--- config.mk ---
export PLATFORM = sky130hd
export DESIGN_NAME = fetch_ctrl
export DESIGN_NICKNAME = d
export VERILOG_FILES = /design/src/rtl/fetch_ctrl.sv
export SDC_FILE = /design/constraint.sdc
export NUM_CORES = 1
export LEC_CHECK = 0
export CORE_ASPECT_RATIO = 0.9
export CORE_MARGIN = 8
export CORE_UTILIZATION = 39
export CTS_CLUSTER_DIAMETER = 60
export DETAILED_ROUTE_END_ITERATION = 7
export PLACE_DENSITY = 0.76
export SLEW_MARGIN = 20
export SYNTH_ARGS = -nofsm -noshare
export SYNTH_HDL_FRONTEND = slang
export SYNTH_SLANG_ARGS = --single-unit
--- constraint.sdc ---
create_clock -name clk -period 2 [get_ports clk]
set_input_delay 0.4 -clock clk [delete_from_list [all_inputs] [get_ports clk]]
set_output_delay 0.4 -clock clk [all_outputs]
set_load 0.02 [all_outputs]
--- src/rtl/fetch_ctrl.sv ---
// fetch_ctrl: sequences the instruction-fetch PC and the instruction-memory
// request/response handshake. It stalls on memory and decode backpressure,
// takes branch/jump redirects and discards responses made stale by a redirect.
//
// Optional feature macro: FETCH_MISALIGN_TRAP_EN
//   defined   : a misaligned redirect target raises the sticky fetch_misalign_o
//               and parks the fetcher in HALT until reset.
//   undefined : redirect targets are forced to word alignment.
//
// Ports:
//   clk, rst            core clock, synchronous active-high reset
//   imem_req_*          fetch request (valid/ready/addr, addr == pc_o)
//   imem_rsp_*          fetch response (one per accepted request)
//   redirect_i/_pc_i    branch/jump redirect and target
//   inst_valid_o/ready  handshake to decode, inst_o/inst_pc_o held payload
//   pc_o                current fetch PC
//   fetch_count_o       instructions handed to decode (wrapping)
//   fetch_misalign_o    sticky misaligned-redirect flag (feature build only)

module fetch_ctrl #(
   parameter logic [31:0] RESET_PC = 32'h0000_0000,
   parameter logic [31:0] PC_STEP  = 32'd4
) (
   input  logic        clk,
   input  logic        rst,
   output logic        imem_req_valid_o,
   input  logic        imem_req_ready_i,
   output logic [31:0] imem_req_addr_o,
   input  logic        imem_rsp_valid_i,
   input  logic [31:0] imem_rsp_data_i,
   input  logic        redirect_i,
   input  logic [31:0] redirect_pc_i,
   output logic        inst_valid_o,
   input  logic        inst_ready_i,
   output logic [31:0] inst_o,
   output logic [31:0] inst_pc_o,
   output logic [31:0] pc_o,
`ifdef FETCH_MISALIGN_TRAP_EN
   output logic        fetch_misalign_o,
`endif
   output logic [31:0] fetch_count_o
);

   localparam int unsigned XLEN = 32;

   typedef enum logic [2:0] {
      S_REQ  = 3'd0,
      S_WAIT = 3'd1,
      S_DROP = 3'd2,
      S_HOLD = 3'd3
`ifdef FETCH_MISALIGN_TRAP_EN
      ,
      S_HALT = 3'd4
`endif
   } state_e;

   state_e            state_q, state_d;
   logic [XLEN-1:0]   pc_q, pc_d;
   logic [XLEN-1:0]   inst_q, inst_d;
   logic [XLEN-1:0]   inst_pc_q, inst_pc_d;
   logic [XLEN-1:0]   count_q, count_d;

   logic              redirect_c;    // redirect that is actually honoured
   logic              trap_c;        // redirect to a misaligned target
   logic [XLEN-1:0]   redir_pc_c;    // target as loaded into the PC
   logic              req_hs_c;
   logic              inst_valid_c;

`ifdef FETCH_MISALIGN_TRAP_EN
   logic              misalign_q, misalign_d;

   // Once halted, redirects are ignored; misaligned targets load unmodified.
   always_comb begin
      redirect_c = redirect_i && (state_q != S_HALT);
      trap_c     = redirect_c && (redirect_pc_i[1:0] != 2'b00);
      redir_pc_c = redirect_pc_i;
   end
`else
   // Targets are forced to word alignment.
   always_comb begin
      redirect_c = redirect_i;
      trap_c     = 1'b0;
      redir_pc_c = redirect_pc_i & 32'hFFFF_FFFC;
   end
`endif

   assign req_hs_c = imem_req_valid_o && imem_req_ready_i;

   // State register.
   always_ff @(posedge clk) begin
      if (rst) state_q <= S_REQ;
      else     state_q <= state_d;
   end

   // Next-state logic.
   always_comb begin
      state_d = state_q;
      case (state_q)
         S_REQ:  if (req_hs_c) state_d = redirect_c ? S_DROP : S_WAIT;
         S_WAIT: begin
            if (redirect_c)            state_d = imem_rsp_valid_i ? S_REQ : S_DROP;
            else if (imem_rsp_valid_i) state_d = S_HOLD;
         end
         S_DROP: if (imem_rsp_valid_i) state_d = S_REQ;
         // Held instruction leaves on delivery or is dropped by a redirect.
         S_HOLD: if (redirect_c || inst_ready_i) state_d = S_REQ;
`ifdef FETCH_MISALIGN_TRAP_EN
         S_HALT: state_d = S_HALT;
`endif
         default: state_d = S_REQ;
      endcase
`ifdef FETCH_MISALIGN_TRAP_EN
      if (trap_c) state_d = S_HALT;
`endif
   end

   // Output logic; both valids are suppressed while reset is held.
   always_comb begin
      imem_req_valid_o = 1'b0;
      inst_valid_c     = 1'b0;
      if (!rst) begin
         imem_req_valid_o = (state_q == S_REQ);
         inst_valid_c     = (state_q == S_HOLD) && !redirect_i;
      end
   end

   // Datapath next values; redirect overrides the sequential PC update.
   always_comb begin
      pc_d      = pc_q;
      inst_d    = inst_q;
      inst_pc_d = inst_pc_q;
      count_d   = count_q;
      if (state_q == S_WAIT && imem_rsp_valid_i && !redirect_c) begin
         inst_d    = imem_rsp_data_i;
         inst_pc_d = pc_q;
         pc_d      = pc_q + PC_STEP;
      end
      if (redirect_c) pc_d = redir_pc_c;
      if (inst_valid_c && inst_ready_i) count_d = count_q + 32'd1;
   end

   always_ff @(posedge clk) begin
      if (rst) begin
         pc_q      <= RESET_PC;
         inst_q    <= '0;
         inst_pc_q <= '0;
         count_q   <= '0;
      end else begin
         pc_q      <= pc_d;
         inst_q    <= inst_d;
         inst_pc_q <= inst_pc_d;
         count_q   <= count_d;
      end
   end

`ifdef FETCH_MISALIGN_TRAP_EN
   assign misalign_d = misalign_q | trap_c;

   always_ff @(posedge clk) begin
      if (rst) misalign_q <= 1'b0;
      else     misalign_q <= misalign_d;
   end

   assign fetch_misalign_o = misalign_q;
`endif

   assign imem_req_addr_o = pc_q;
   assign pc_o            = pc_q;
   assign inst_valid_o    = inst_valid_c;
   assign inst_o          = inst_q;
   assign inst_pc_o       = inst_pc_q;
   assign fetch_count_o   = count_q;

endmodule
==> results.toml <==
[drt]
first_pass_iters = 4
via_per_inst = 4.85
drc = 0
drt_wl_total_mm = 18.0
drt_iter0_drc = 273
wl_per_cell_um = 15.7
ant_nets = 0
via_count = 5577

[worst_hold_path]
whs_endpoint = "inst_o[30]$_SDFFE_PP0P_"
min_from = "inst_o[30]$_SDFFE_PP0P_"
min_delay_path_depth = 2
hold_class = "reg2reg"

[setup_path]
r2r_cells = 6
crit_arrival_ns = 1.55
worst-r2r-setup-slack_ns = 0.15
critPathTopFamily = "buffers and inverters"
crit_buf_inv = 1
rr_endpoint = "imem_req_addr_o[30]$_SDFFE_PP0P_"
worstPathMaxFanout = 6
crit_path_top_delay_cell = "clkdlybuf4s50_1"
cpPeakStageDelay_ns = 0.69
worstSetupStartpointType = "register"
rr_startpoint = "imem_req_addr_o[2]$_SDFFE_PP0P_"
endpoint_kind = "primary output"
cp_cell_sequence = "clkdlybuf4s50_1"
cp_data_required_time_ns = 1.60
crit_type = "reg2out"

[global_routing]
first_global_vias = 5339
grt_pass1_wl_mm = 27.9
grt.overflow.total = 0
grt.total_usage_pct = 18.9
antenna_found_initial = 0
grt_max_degree = 106

[outcome]
status = "finished clean"

[sta]
setup-violations-final = 0
whs_ns = 0.450
rsz0062_at_grt = "false"
drv_slew = 0
final-hold-violation-count = 0
fmax_mhz = 514
period_minus_slack_ns = 1.95
fin_crit_sh_pct = 97.3
fin_skew_ns = 0.00798

[finish]
stdcell_count = 1149
drive_gt1_share_pct = 11.4
area_growth_syn_to_layout_pct = 56.5
nets = 1010
antenna_cells = 0

[synth]
synth_top_area_share_pct = 44.2
async_flop_share_pct = 0
avgSynthCellArea_sq_um = 8.02
yosysTopAreaCell = "dfxtp_1"
synth.distinct_cells = 47
synth_area_sq_um = 5710
synth.yosys.warnings = 0
synth_cells = 712
yosysSeqAreaShare_pct = 44.2
synth-edff-count = 0
ys_ff_latch = 126
synth_flop_cell = "dfxtp_1"
synthTopCellsByArea = "dfxtp_1 44%, nand2_1 11%, a21oi_1 7.2%, buf_4 4.7%, nor2_1 4.0%"

[cts]
tritoncts = "built"
cts_buffers = 17
root_buffer = "clkbuf_16"
htreeDepth = 4
clockBufferDepth = 2
cts.sink_count = 126
postCtsSetupBuffers = 0
clkTransAtPathRegs_ns = 0.06
clock_latency_ns = 0.42

[place]
hpwlAfterDp_mm = 12.9
placed_cells = 1117
place_congestion = 0.796
io_buffers = 223

[floorplan]
dieArea_sq_um = 18800
core-area_sq_um = 14500
dieWidth_um = 144
rows = 42
start_util_pct = 39.4
ios = 232
die_y_um = 131

[pwr]
ir_drop_uv = 758
power.leakage_nw = 3.33
power_density_nw_per_um2 = 765

[flow_run]
maxCapViolCount = 0
## through the flow
step | setup slack, ns | total power [mW] | util [%] | TNS [ns] | cell area, sq um
floorplan | 0.117 | 3.07 | - | 0 | 5730
global placement | -0.304 | 3.46 | 56.9 | -7.61 | 8250
detailed placement | -0.305 | 3.46 | 56.9 | -8.78 | 8250
CTS | 0.00318 | 6.91 | 61.4 | 0 | 8910
global route | 0.0000543 | 7.08 | 61.6 | 0 | 8930
finish | 0.0537 | 6.84 | 61.6 | 0 | 8930
## synthesized netlist by cell type (13+ instances only)
cell / count
xor2_1: 24
xnor2_1: 21
clkbuf_1: 31
a211oi_1: 17
nor2_1: 61
dfxtp_1: 126
a21oi_1: 82
o21ai_0: 13
nand4_1: 18
nand2_1: 161
buf_4: 36
nand3_1: 26
## how the worst max path moves through the flow
stage	startpoint	endpoint	cells past startpoint
3_3_place_gp	redirect_i	inst_valid_o	4
3_5_place_dp	redirect_i	inst_valid_o	4
5_1_grt	imem_req_addr_o[6]$_SDFFE_PP0P_	imem_req_addr_o[6]	2
4_1_cts	imem_req_addr_o[29]$_SDFFE_PP0P_	pc_o[29]	1
6_report	imem_req_addr_o[22]$_SDFFE_PP0P_	imem_req_addr_o[22]	1
2_1_floorplan	imem_req_addr_o[5]$_SDFFE_PP0P_	imem_req_addr_o[31]$_SDFFE_PP0P_	4
## cell families (layout without fill, tap and decap cells)
family / count (synthesis) / in the layout / synth area share (%)
compound gates: 122 / 122 / 11.9
buf+inv: 85 / 319 / 8.09
fa+ha+maj: 2 / 2 / 0.438
xor+xnor: 45 / 45 / 6.90
flops: 126 / 126 / 44.2
other cells: 1 / 6 / 0.0657
simple gates: 328 / 328 / 27.8
mux: 3 / 3 / 0.548
## sequential cells by signal (all words and copies together) (netlist names)
name and cells:
inst_o 32, fetch_count_o 32, inst_pc_o 30, state_q 2
imem_req_addr_o 30
## worst register-to-register path: stages, from the launching register on
cell and delay [ns]:
dfxtp_1 0.33, ha_1 0.27, nand2_2 0.15, nor3b_1 0.22
nand4_1 0.26, or3_1 0.38, a31oi_1 0.17
## placed cells by master (no fill, tap or decap), types with 4 or more instances in the layout
| cell type | synthesis | final |
|---|---|---|
| and3_1 | 7 | 7 |
| nand4_1 | 18 | 18 |
| or4_1 | 4 | 4 |
| conb_1 | 1 | 6 |
| xnor2_1 | 21 | 21 |
| nor3_1 | 6 | 6 |
| buf_12 | 0 | 4 |
| dlymetal6s2s_1 | 0 | 8 |
| inv_1 | 7 | 7 |
| or3_1 | 10 | 10 |
| clkinvlp_4 | 0 | 4 |
| dlygate4sd2_1 | 0 | 7 |
| buf_4 | 36 | 52 |
| nor2_1 | 61 | 60 |
| clkbuf_16 | 0 | 17 |
| clkdlybuf4s50_1 | 0 | 206 |
| bufinv_16 | 0 | 5 |
| nand3_1 | 26 | 26 |
| o21ai_0 | 13 | 13 |
| nor4_1 | 10 | 9 |
| and4_1 | 5 | 5 |
| dfxtp_1 | 126 | 126 |
| nand2_1 | 161 | 159 |
| xor2_1 | 24 | 24 |
| a211oi_1 | 17 | 17 |
| a21oi_1 | 82 | 82 |
## report_power, final
part           leakage (nW)  switching (mW)  internal (mW)
registers              1.02          0.0640           2.57
logic                  1.99           0.378          0.387
clock network         0.312            1.16           2.28
total                  3.33            1.60           5.24
## routing by layer
layer / routed length, um / GRT usage [%] / vias to the layer above
li1: - / - / 2828
met1: 7570 / 22.5 / 2543
met2: 8560 / 30.7 / 181
met3: 1470 / 6.61 / 25
met4: 414 / 8.03 / 0
met5: 0 / 0 / -
## final cells by class
class / instances / area [sq um]
Clock buffer: 19 / 453
Fill cell: 1283 / 5570
Inverter: 9 / 33.8
Multi-Input combinational cell: 506 / 2760
Tap cell: 198 / 248
Sequential cell: 126 / 2520
Clock inverter: 13 / 211
Timing Repair Buffer: 278 / 2710
## what timing repair did
action / 4_1_cts / 5_1_grt
pin swaps: 0 / 1
cloned: 0 / 0
setup endpoints to repair: 9 / 14
hold buffers: 0 / 0
gates resized for setup: 10 / 10
(Power assumes the default switching activity.)
